[config.mk]
export PLATFORM = sky130hd
export DESIGN_NAME = if_fetch_stage_flat
export DESIGN_NICKNAME = d
export VERILOG_FILES = /design/src/rtl/pipeline_pkg.sv /design/src/rtl/if_fetch_stage_if.sv /design/src/rtl/if_fetch_stage_if_id_reg.sv /design/src/rtl/if_fetch_stage.sv /design/src/flat_wrapper.sv
export SDC_FILE = /design/constraint.sdc
export NUM_CORES = 1
export LEC_CHECK = 0
export ABC_AREA = 1
export BUFFER_PORTS_ARGS = -buffer_cell sky130_fd_sc_hd__buf_2
export CORE_ASPECT_RATIO = 0.75
export CORE_UTILIZATION = 54
export DETAILED_ROUTE_END_ITERATION = 8
export PLACE_DENSITY = 0.9
export SYNTH_ARGS = -nofsm -noshare
export SYNTH_HDL_FRONTEND = slang
export SYNTH_HIERARCHICAL = 1
export SYNTH_SLANG_ARGS = --single-unit
[constraint.sdc]
create_clock -name clk -period 1.9 [get_ports clk]
set_input_delay 0.19 -clock clk [delete_from_list [all_inputs] [get_ports clk]]
set_output_delay 0.19 -clock clk [all_outputs]
set_load 0.005 [all_outputs]
[src/rtl/pipeline_pkg.sv]
// Shared definitions for the MIPS pipeline front end: the bubble encoding,
// the fetch FSM states and the default reset PC.
package pipeline_pkg;

    localparam logic [31:0] NOP_INSTR        = 32'h0000_0000;
    localparam logic [31:0] DEFAULT_RESET_PC = 32'h0000_0000;

    typedef enum logic [0:0] {
        FETCH = 1'b0,
        DRAIN = 1'b1
    } fetch_state_e;

    // Instruction addresses are always word aligned.
    function automatic logic [31:0] align_word(input logic [31:0] addr);
        return {addr[31:2], 2'b00};
    endfunction

endpackage

[src/rtl/if_fetch_stage_if.sv]
// Ready/valid instruction-memory port: the fetch stage is the master and
// the memory is the slave.
interface if_fetch_stage_if;

    logic        imem_req;
    logic [31:0] imem_addr;
    logic        imem_ready;
    logic [31:0] imem_rdata;

    modport master (
        output imem_req,
        output imem_addr,
        input  imem_ready,
        input  imem_rdata
    );

    modport slave (
        input  imem_req,
        input  imem_addr,
        output imem_ready,
        output imem_rdata
    );

endinterface

[src/rtl/if_fetch_stage_if_id_reg.sv]
// IF/ID pipeline register. Priority: flush, then hold, then load, otherwise
// a bubble that keeps the last PC+4.
module if_id_reg #(
    parameter logic [31:0] NOP_INSTR = pipeline_pkg::NOP_INSTR
) (
    input  logic        clk,
    input  logic        rst_n,
    input  logic        flush_i,
    input  logic        write_i,
    input  logic        load_i,
    input  logic [31:0] instr_i,
    input  logic [31:0] pc_plus4_i,
    output logic        valid_o,
    output logic [31:0] instr_o,
    output logic [31:0] pc_plus4_o
);

    logic        valid_q;
    logic [31:0] instr_q;
    logic [31:0] pc_plus4_q;

    // IF/ID contents with flush > hold > load > bubble priority
    always_ff @(posedge clk or negedge rst_n) begin
        if (!rst_n) begin
            valid_q    <= 1'b0;
            instr_q    <= NOP_INSTR;
            pc_plus4_q <= 32'h0000_0000;
        end else if (flush_i) begin
            valid_q    <= 1'b0;
            instr_q    <= NOP_INSTR;
        end else if (!write_i) begin
            valid_q    <= valid_q;
            instr_q    <= instr_q;
            pc_plus4_q <= pc_plus4_q;
        end else if (load_i) begin
            valid_q    <= 1'b1;
            instr_q    <= instr_i;
            pc_plus4_q <= pc_plus4_i;
        end else begin
            valid_q    <= 1'b0;
            instr_q    <= NOP_INSTR;
        end
    end

    assign valid_o    = valid_q;
    assign instr_o    = instr_q;
    assign pc_plus4_o = pc_plus4_q;

endmodule

[src/rtl/if_fetch_stage.sv]
// Instruction fetch: PC register, next-PC selection and a two-state FSM that
// keeps the fetch address stable until an abandoned request has drained.
module if_fetch_stage #(
    parameter logic [31:0] RESET_PC  = pipeline_pkg::DEFAULT_RESET_PC,
    parameter logic [31:0] NOP_INSTR = pipeline_pkg::NOP_INSTR
) (
    input  logic                     clk,
    input  logic                     rst_n,
    input  logic                     pc_write,
    input  logic                     if_id_write,
    input  logic                     if_flush,
    input  logic                     pc_src,
    input  logic [31:0]              branch_target,
    if_fetch_stage_if.master         bus,
    output logic                     id_valid,
    output logic [31:0]              id_instr,
    output logic [31:0]              id_pc_plus4,
    output logic                     fetch_stall
);

    import pipeline_pkg::fetch_state_e;
    import pipeline_pkg::FETCH;
    import pipeline_pkg::DRAIN;
    import pipeline_pkg::align_word;

    fetch_state_e state_q;
    logic [31:0]  pc_q;
    logic [31:0]  pending_q;

    logic         redirect;
    logic [31:0]  target;
    logic         fetch_done;

    assign redirect   = !pc_src && pc_write;
    assign target     = align_word(branch_target);
    assign fetch_done = (state_q == FETCH) && bus.imem_ready;

    // PC, pending redirect target and fetch FSM
    always_ff @(posedge clk or negedge rst_n) begin
        if (!rst_n) begin
            state_q   <= FETCH;
            pc_q      <= RESET_PC;
            pending_q <= 32'h0000_0000;
        end else begin
            case (state_q)
                FETCH: begin
                    if (redirect && bus.imem_ready) begin
                        pc_q <= target;
                    end else if (redirect) begin
                        // request already issued; park the target until it drains
                        pending_q <= target;
                        state_q   <= DRAIN;
                    end else if (pc_write && bus.imem_ready) begin
                        pc_q <= pc_q + 32'd4;
                    end else begin
                        pc_q <= pc_q;
                    end
                end
                DRAIN: begin
                    if (bus.imem_ready) begin
                        pc_q    <= redirect ? target : pending_q;
                        state_q <= FETCH;
                    end else if (redirect) begin
                        pending_q <= target;
                    end else begin
                        pending_q <= pending_q;
                    end
                end
                default: begin
                    state_q <= FETCH;
                end
            endcase
        end
    end

    assign bus.imem_req  = rst_n;
    assign bus.imem_addr = pc_q;
    assign fetch_stall   = (state_q == DRAIN) || !bus.imem_ready;

    if_id_reg #(
        .NOP_INSTR (NOP_INSTR)
    ) u_if_id_reg (
        .clk        (clk),
        .rst_n      (rst_n),
        .flush_i    (if_flush),
        .write_i    (if_id_write),
        .load_i     (fetch_done && !redirect && pc_write),
        .instr_i    (bus.imem_rdata),
        .pc_plus4_i (pc_q + 32'd4),
        .valid_o    (id_valid),
        .instr_o    (id_instr),
        .pc_plus4_o (id_pc_plus4)
    );

endmodule

[src/flat_wrapper.sv]
// flat-port wrapper written by rule: the top's interface ports become plain ports
module if_fetch_stage_flat import pipeline_pkg::fetch_state_e; import pipeline_pkg::FETCH; import pipeline_pkg::DRAIN; import pipeline_pkg::align_word;
#(
    parameter logic [31:0] RESET_PC  = pipeline_pkg::DEFAULT_RESET_PC,
    parameter logic [31:0] NOP_INSTR = pipeline_pkg::NOP_INSTR
)
  (clk, rst_n, pc_write, if_id_write, if_flush, pc_src, branch_target, id_valid, id_instr, id_pc_plus4, fetch_stall, bus_imem_req, bus_imem_addr, bus_imem_ready, bus_imem_rdata);
  if_fetch_stage_if bus_i ();
  input  logic clk;
  input  logic rst_n;
  input  logic pc_write;
  input  logic if_id_write;
  input  logic if_flush;
  input  logic pc_src;
  input  logic [31:0] branch_target;
  output logic id_valid;
  output logic [31:0] id_instr;
  output logic [31:0] id_pc_plus4;
  output logic fetch_stall;
  output wire logic [$bits(bus_i.imem_req)-1:0] bus_imem_req;
  output wire logic [$bits(bus_i.imem_addr)-1:0] bus_imem_addr;
  input wire logic [$bits(bus_i.imem_ready)-1:0] bus_imem_ready;
  input wire logic [$bits(bus_i.imem_rdata)-1:0] bus_imem_rdata;
  assign bus_imem_req = bus_i.imem_req;
  assign bus_imem_addr = bus_i.imem_addr;
  assign bus_i.imem_ready = bus_imem_ready;
  assign bus_i.imem_rdata = bus_imem_rdata;
  if_fetch_stage #(.RESET_PC(RESET_PC), .NOP_INSTR(NOP_INSTR)) u_core (.clk(clk), .rst_n(rst_n), .pc_write(pc_write), .if_id_write(if_id_write), .if_flush(if_flush), .pc_src(pc_src), .branch_target(branch_target), .bus(bus_i), .id_valid(id_valid), .id_instr(id_instr), .id_pc_plus4(id_pc_plus4), .fetch_stall(fetch_stall));
endmodule
==> impl_metrics.env, run 1 <==
export IMPL_status="finished clean"
export IMPL_die_height_um=100.1
export IMPL_worst_slew_margin_rel_pct=73.14
export IMPL_drive_above_1_share_pct=24.39
export IMPL_endpoint_kind="flip-flop"
export IMPL_hold_start="bus_imem_rdata[13]"
export IMPL_yosys_area_top_type="dfrtp_1"
export IMPL_intPower_uw=6319
export IMPL_path_class="flip-flop to flip-flop"
export IMPL_dp_cells=1207
export IMPL_clockBufferDepth=2
export IMPL_start_kind="flip-flop"
export IMPL_min_period_ns=1.793
export IMPL_synth_cells=904
export IMPL_worst_ep_required_time_ns=2.20
export IMPL_max_cap_violations=0
export IMPL_worstMarginPinSlew_ns=0.4030
export IMPL_post_route_util_pct=69.33
export IMPL_leakage_uw=0.004760
export IMPL_fin_nets=1133
export IMPL_ys_top_cells_by_area="dfrtp_1 (47%), nand2_1 (19%), nand4_1 (5.8%)"
export IMPL_antenna_found_initial=1
export IMPL_drt_iter0_drc=795
export IMPL_maxSlewViolCount=0
export IMPL_grt_pass1_vias=6269
export IMPL_drc_errors=0
export IMPL_clk_pin_slew_ns=0.06
export IMPL_vias=6958
export IMPL_r2r_cells=12
export IMPL_synth_top_area_share_pct=46.99
export IMPL_grt_overflow_total=0
export IMPL_min_delay_path_depth=3
export IMPL_pwr_share_seq_pct=39.5
export IMPL_worstReg2RegStart="u_core/bus.imem_addr[2]"
export IMPL_vias_per_cell=5.611
export IMPL_rsz0062_at_grt="false"
export IMPL_grt_pass1_wl_um=32110
export IMPL_p_clk_share_pct=37.0
export IMPL_fmax_mhz=557.9
export IMPL_powerDensity_mw_per_mm2=1094
export IMPL_cts_tree="built"
export IMPL_hold_path_class="primary input to flip-flop"
export IMPL_finalClockSkew_ns=0.005355
export IMPL_slowest_delay_ns=0.38
export IMPL_avgSynthCellArea_um2=7.658
export IMPL_p_sw_uw=3082
export IMPL_cts_sinks=130
export IMPL_drt_pass1_iter_count=6
export IMPL_async_flop_share_pct=100.0
export IMPL_seq_area_frac_synth_pct=46.99
export IMPL_area_delta_synth_final_pct=24.11
export IMPL_coreArea_mm2=0.01239
export IMPL_hpwl_um=14370
export IMPL_syn_nets=976
export IMPL_crit_path_top_delay_cell="dfrtp_1"
export IMPL_syn_area_mm2=0.006923
export IMPL_cts_root_buf="clkbuf_16"
export IMPL_diodes=0
export IMPL_die_area_mm2=0.01328
export IMPL_p_comb_share_pct=23.5
export IMPL_min_to="u_core/u_if_id_reg/instr_o[13]"
export IMPL_tns_ns=0
export IMPL_ir_drop_mv=0.6551
export IMPL_cp_startpoint="u_core/bus.imem_addr[2]"
export IMPL_crit_path_max_fanout=5
export IMPL_stdcell_count=1240
export IMPL_timing_final_hold_violations=0
export IMPL_cts_buffers=17
export IMPL_setup_slack_ns=0.1074
export IMPL_h_tree_depth=4
export IMPL_rows=35
export IMPL_yosys_most_used_dff="dfrtp_1"
export IMPL_timing_hold_ws_ns=0.02163
export IMPL_cpMostUsedCell="nand2_1"
export IMPL_swShare_pct=32.78
export IMPL_yosysWarnings=6
export IMPL_routed_wl_um=20240
export IMPL_synth_commonest_cells="nand2_1 (344), dfrtp_1 (130), o21ai_0 (68)"
export IMPL_die_w_um=132.7
export IMPL_rr_endpoint="u_core/bus.imem_addr[20]"
export IMPL_setup_violations=0
export IMPL_initial_core_util_pct=55.86
export IMPL_crit_chain="ha_1, nand2_1, nor2_4, nand2_4, nor2_4, nand2_1, nand2_1, nand2_1, nand2_1, nand3_1, nand2_1, nand2_1"
export IMPL_fin_crit_sh_pct=94.35
export IMPL_postRouteAntennaNets=0
export IMPL_place_ws_ns=0.2241
export IMPL_grt_usage_pct=31.40
export IMPL_r2r_slack_ns=0.11
export IMPL_grt_start_max_net_pins=76
export IMPL_synth_cell_types=33
export IMPL_wl_per_cell_um=16.32
export IMPL_numPortBuffers=167
export IMPL_pin_count=170
export IMPL_clock_latency_ns=0.41
export IMPL_yosys_register_bits=130
export IMPL_synth_most_common_cell="nand2_1"
export IMPL_gp_congestion=0.9418
export IMPL_worstPathArrival_ns=2.10
export IMPL_synth_edf_count=0
-- worst max path at each step --
stage,to,cells past startpoint,slack (ns)
4_1_cts,u_core/bus.imem_addr[20],12,0.16
5_1_grt,u_core/bus.imem_addr[20],12,0.001
3_3_place_gp,u_core/bus.imem_addr[20],12,0.28
2_1_floorplan,u_core/bus.imem_addr[22],12,0.39
3_5_place_dp,u_core/bus.imem_addr[28],12,0.22
6_report,u_core/bus.imem_addr[20],12,0.11
-- cell type report --
class	instances	area [µm²]
Sequential cell	130	3253
Tap cell	166	207.7
Timing Repair Buffer	195	1101
Clock buffer	17	425.4
Inverter	67	251.5
Fill cell	952	3801
Multi-Input combinational cell	650	3148
Clock inverter	15	205.2
-- registers in the layout (all words and copies together) (netlist names) --
register,count
u_core/bus.imem_addr,32
u_core/pending_q,32
u_core/state_q,1
u_core/u_if_id_reg/instr_o,32
u_core/u_if_id_reg/pc_plus4_o,32
u_core/u_if_id_reg/valid_o,1
-- critical path, delay by kind of cell (launching register included) --
| family | cells | cell delay, ns |
|---|---|---|
| simple gates | 11 | 1.09 |
| flops | 1 | 0.38 |
| fa+ha+maj | 1 | 0.20 |
-- metrics by stage --
step                instance area (µm²)  power (µW)
floorplan                          6923        4853
global placement                   7951        5784
detailed placement                 7951        5873
CTS                                8592        9384
global route                       8592        9873
finish                             8592        9401
-- power by group through the flow --
stage | logic, µW | clock network [µW] | registers [µW]
6_report | 2210 | 3480 | 3720
5_1_grt | 2430 | 3670 | 3770
4_1_cts | 2170 | 3510 | 3700
3_5_place_dp | 2130 | 0 | 3740
3_3_place_gp | 2070 | 0 | 3710
2_1_floorplan | 1150 | 0 | 3710
-- per-layer routing --
metal,part of all wire [%],wire length [µm],up-vias,GRT usage [%]
li1,-,-,3252,-
met1,42,8522,3215,44.37
met5,0.15,31,-,0
met4,2.4,493,2,10.17
met3,12,2405,50,9.596
met2,43,8784,439,46.32
-- cells in the final DEF (no fill, tap or decap), types with 2 or more instances in the layout --
cell and n:
a21oi_1 41, a31oi_1 2, a32o_1 2, buf_12 4
buf_2 166, buf_4 24, bufinv_16 4, clkbuf_16 17
clkinv_2 2, clkinv_4 2, clkinvlp_4 3, dfrtp_1 130
inv_1 63, inv_2 3, inv_6 4, mux2i_1 8
nand2_1 344, nand2_2 9, nand3_1 21, nand3b_1 7
nand4_1 64, nor2_1 38, nor2_2 6, nor2_4 8
o211ai_1 3, o21ai_0 68, o21ai_1 4, o221ai_1 2
xor2_1 10, xor2_2 4
-- kinds of logic (layout without fill, tap and decap cells) --
logic type	after synthesis	count (layout)	synth area share (%)
flip-flops	130	130	46.99
adder cells (fa/ha/maj)	1	1	0.1807
XOR/XNOR	15	15	2.331
AND/OR/NAND/NOR	501	501	32.03
multiplexers	8	8	1.157
buffers and inverters	124	294	7.609
AO/OA/AOI/OAI	125	125	9.706
-- repair_timing --
action,in CTS,in global routing
setup buffers,0,0
endpoints found under the hold margin,24,0
hold buffers,1,0
gates resized for setup,0,0
Note: power is estimated with default switching activity, not from simulation.
==> inputs of run 2 (changes only) <==
--- a/config.mk
+++ b/config.mk
@@ -10,7 +10,7 @@
 export CORE_ASPECT_RATIO = 0.75
 export CORE_UTILIZATION = 54
 export DETAILED_ROUTE_END_ITERATION = 8
-export PLACE_DENSITY = 0.9
+export PLACE_DENSITY = 0.92
 export SYNTH_ARGS = -nofsm -noshare
 export SYNTH_HDL_FRONTEND = slang
 export SYNTH_HIERARCHICAL = 1
==> run 2 against run 1 <==
  * Utilization fell by 0.75 points
  * Cell count down 0.16%
  * Sequential cell count stayed put
  * Critical endpoint is now u_core/u_if_id_reg/pc_plus4_o[12]
  * Non-clock buffer count is 2 lower
==> impl_metrics.env, run 2 (synthesis results as in run 1) <==
export IMPL_path_class="flip-flop to flip-flop"
export IMPL_maxSlewViolCount=0
export IMPL_min_period_ns=1.806
export IMPL_numPortBuffers=167
export IMPL_powerDensity_mw_per_mm2=1056
export IMPL_final_common_cell="nand2_1"
export IMPL_worst_slew_margin_rel_pct=57.84
export IMPL_leakage_uw=0.004705
export IMPL_tns_ns=0
export IMPL_crit_chain="ha_2, nand2_1, nor2_4, nand2_4, nor2_4, buf_4, xor2_1, nand4_1, nand2_1"
export IMPL_cts_sinks=130
export IMPL_clockBufferDepth=2
export IMPL_crit_path_max_fanout=5
export IMPL_wl_per_cell_um=16.31
export IMPL_clock_latency_ns=0.42
export IMPL_timing_final_hold_violations=0
export IMPL_initial_core_util_pct=55.86
export IMPL_postRouteAntennaNets=0
export IMPL_hold_path_class="primary input to flip-flop"
export IMPL_area_delta_synth_final_pct=22.77
export IMPL_routed_wl_um=20190
export IMPL_setup_violations=0
export IMPL_worstMarginPinSlew_ns=0.6325
export IMPL_gp_congestion=0.9518
export IMPL_drc_errors=0
export IMPL_crit_path_top_delay_cell="dfrtp_1"
export IMPL_endpoint_kind="flip-flop"
export IMPL_fin_nets=1131
export IMPL_vias=6934
export IMPL_fin_crit_sh_pct=95.06
export IMPL_grt_pass1_wl_um=32750
export IMPL_final_cell_mix="nand2_1 (343), buf_2 (166), dfrtp_1 (129)"
export IMPL_slowest_delay_ns=0.39
export IMPL_grt_overflow_total=0
export IMPL_diodes=0
export IMPL_grt_usage_pct=32.06
export IMPL_worstPathArrival_ns=2.16
export IMPL_grt_start_max_net_pins=79
export IMPL_hpwl_um=14600
export IMPL_ir_drop_mv=0.7156
export IMPL_coreArea_mm2=0.01239
export IMPL_rsz0062_at_grt="false"
export IMPL_stdcell_count=1238
export IMPL_grt_pass1_vias=6268
export IMPL_rows=35
export IMPL_drive_above_1_share_pct=24.53
export IMPL_die_height_um=100.1
export IMPL_h_tree_depth=4
export IMPL_power_uw=8976
export IMPL_post_route_util_pct=68.58
export IMPL_max_cap_violations=0
export IMPL_vias_per_cell=5.601
export IMPL_clk_pin_slew_ns=0.06
export IMPL_cts_root_buf="clkbuf_16"
export IMPL_pin_count=170
export IMPL_fmax_mhz=553.7
export IMPL_worst_ep_required_time_ns=2.25
export IMPL_die_area_mm2=0.01328
export IMPL_cts_buffers=17
export IMPL_finalClockSkew_ns=0.008486
export IMPL_drt_iter0_drc=875
export IMPL_start_kind="flip-flop"
export IMPL_dp_cells=1202
export IMPL_drt_pass1_iter_count=6
export IMPL_status="finished clean"
export IMPL_die_w_um=132.7
export IMPL_antenna_found_initial=0
export IMPL_cts_tree="built"
## run 2: cell count changes in the layout (fill, tap and decap cells not counted), sizes merged
cell | previous run | this run
bufinv | 4 | 0
clkbuf | 17 | 21
buf | 194 | 192
clkinvlp | 3 | 5
inv | 70 | 68
## run 2: path summary, 6_finish.rpt
| path | startpoint | to | slack [ns] | depth (start not counted) |
|---|---|---|---|---|
| min in group asynchronous | rst_n | u_core/bus.imem_addr[25] | 0.43 | 3 |
| max in group asynchronous | rst_n | u_core/u_if_id_reg/pc_plus4_o[4] | 0.91 | 3 |
| setup reg to reg | u_core/bus.imem_addr[3] | u_core/u_if_id_reg/pc_plus4_o[12] | 0.09 | 9 |
| hold / removal | bus_imem_rdata[10] | u_core/u_if_id_reg/instr_o[10] | 0.02 | 3 |
| setup / recovery | u_core/bus.imem_addr[3] | u_core/u_if_id_reg/pc_plus4_o[12] | 0.09 | 9 |
| hold reg to reg | u_core/u_if_id_reg/pc_plus4_o[8] | u_core/u_if_id_reg/pc_plus4_o[8] | 0.47 | 2 |
## run 2: routing by layer
layer	global-route usage [%]	up-vias	wire (µm)
met5	0	-	0
met4	13.97	0	568
met3	6.616	52	2220
met2	45.55	442	8546
met1	47.48	3196	8856
li1	-	3244	-
## run 2: report_power, final
group	total [µW]	switching, µW	internal (µW)
Clock	3060	1250	1810
Combinational	2180	1350	832
Sequential	3740	463	3270
Total	8980	3060	5910
## run 2: area by class of cell
type | count | area, µm²
fill | 997 | 3894
sequential | 130 | 3254
multi-input combinational | 650 | 3153
timing repair buffer | 193 | 1074
clock buffer | 21 | 480.5
inverter | 67 | 251.5
tap | 166 | 207.7
clock inverter | 11 | 78.83
## run 2: stage by stage
| step | hold slack [ns] | setup slack, ns | cell area, µm² |
|---|---|---|---|
| floorplan | -0.1056 | 0.3875 | 6923 |
| global placement | 0.3065 | 0.2643 | 7901 |
| detailed placement | 0.3122 | 0.2022 | 7901 |
| CTS | 0.01214 | 0.1267 | 8471 |
| global route | 0.01400 | 0.005009 | 8499 |
| finish | 0.02170 | 0.09394 | 8499 |
## run 2: what timing repair did
action | CTS | global route
hold buffers | 1 | 0
hold endpoints to repair | 130 | 0
buffers inserted | 0 | 3
setup endpoints to repair | 0 | 1
gates resized for setup | 0 | 3
## run 2: critical path: cells and delay by family, from the launching register on
family	cells	cell delay (ns)
buffers and inverters	1	0.13
DFF	1	0.39
adders and majority gates	1	0.21
xor gates and xnor gates	1	0.22
and+or+nand+nor	6	0.78
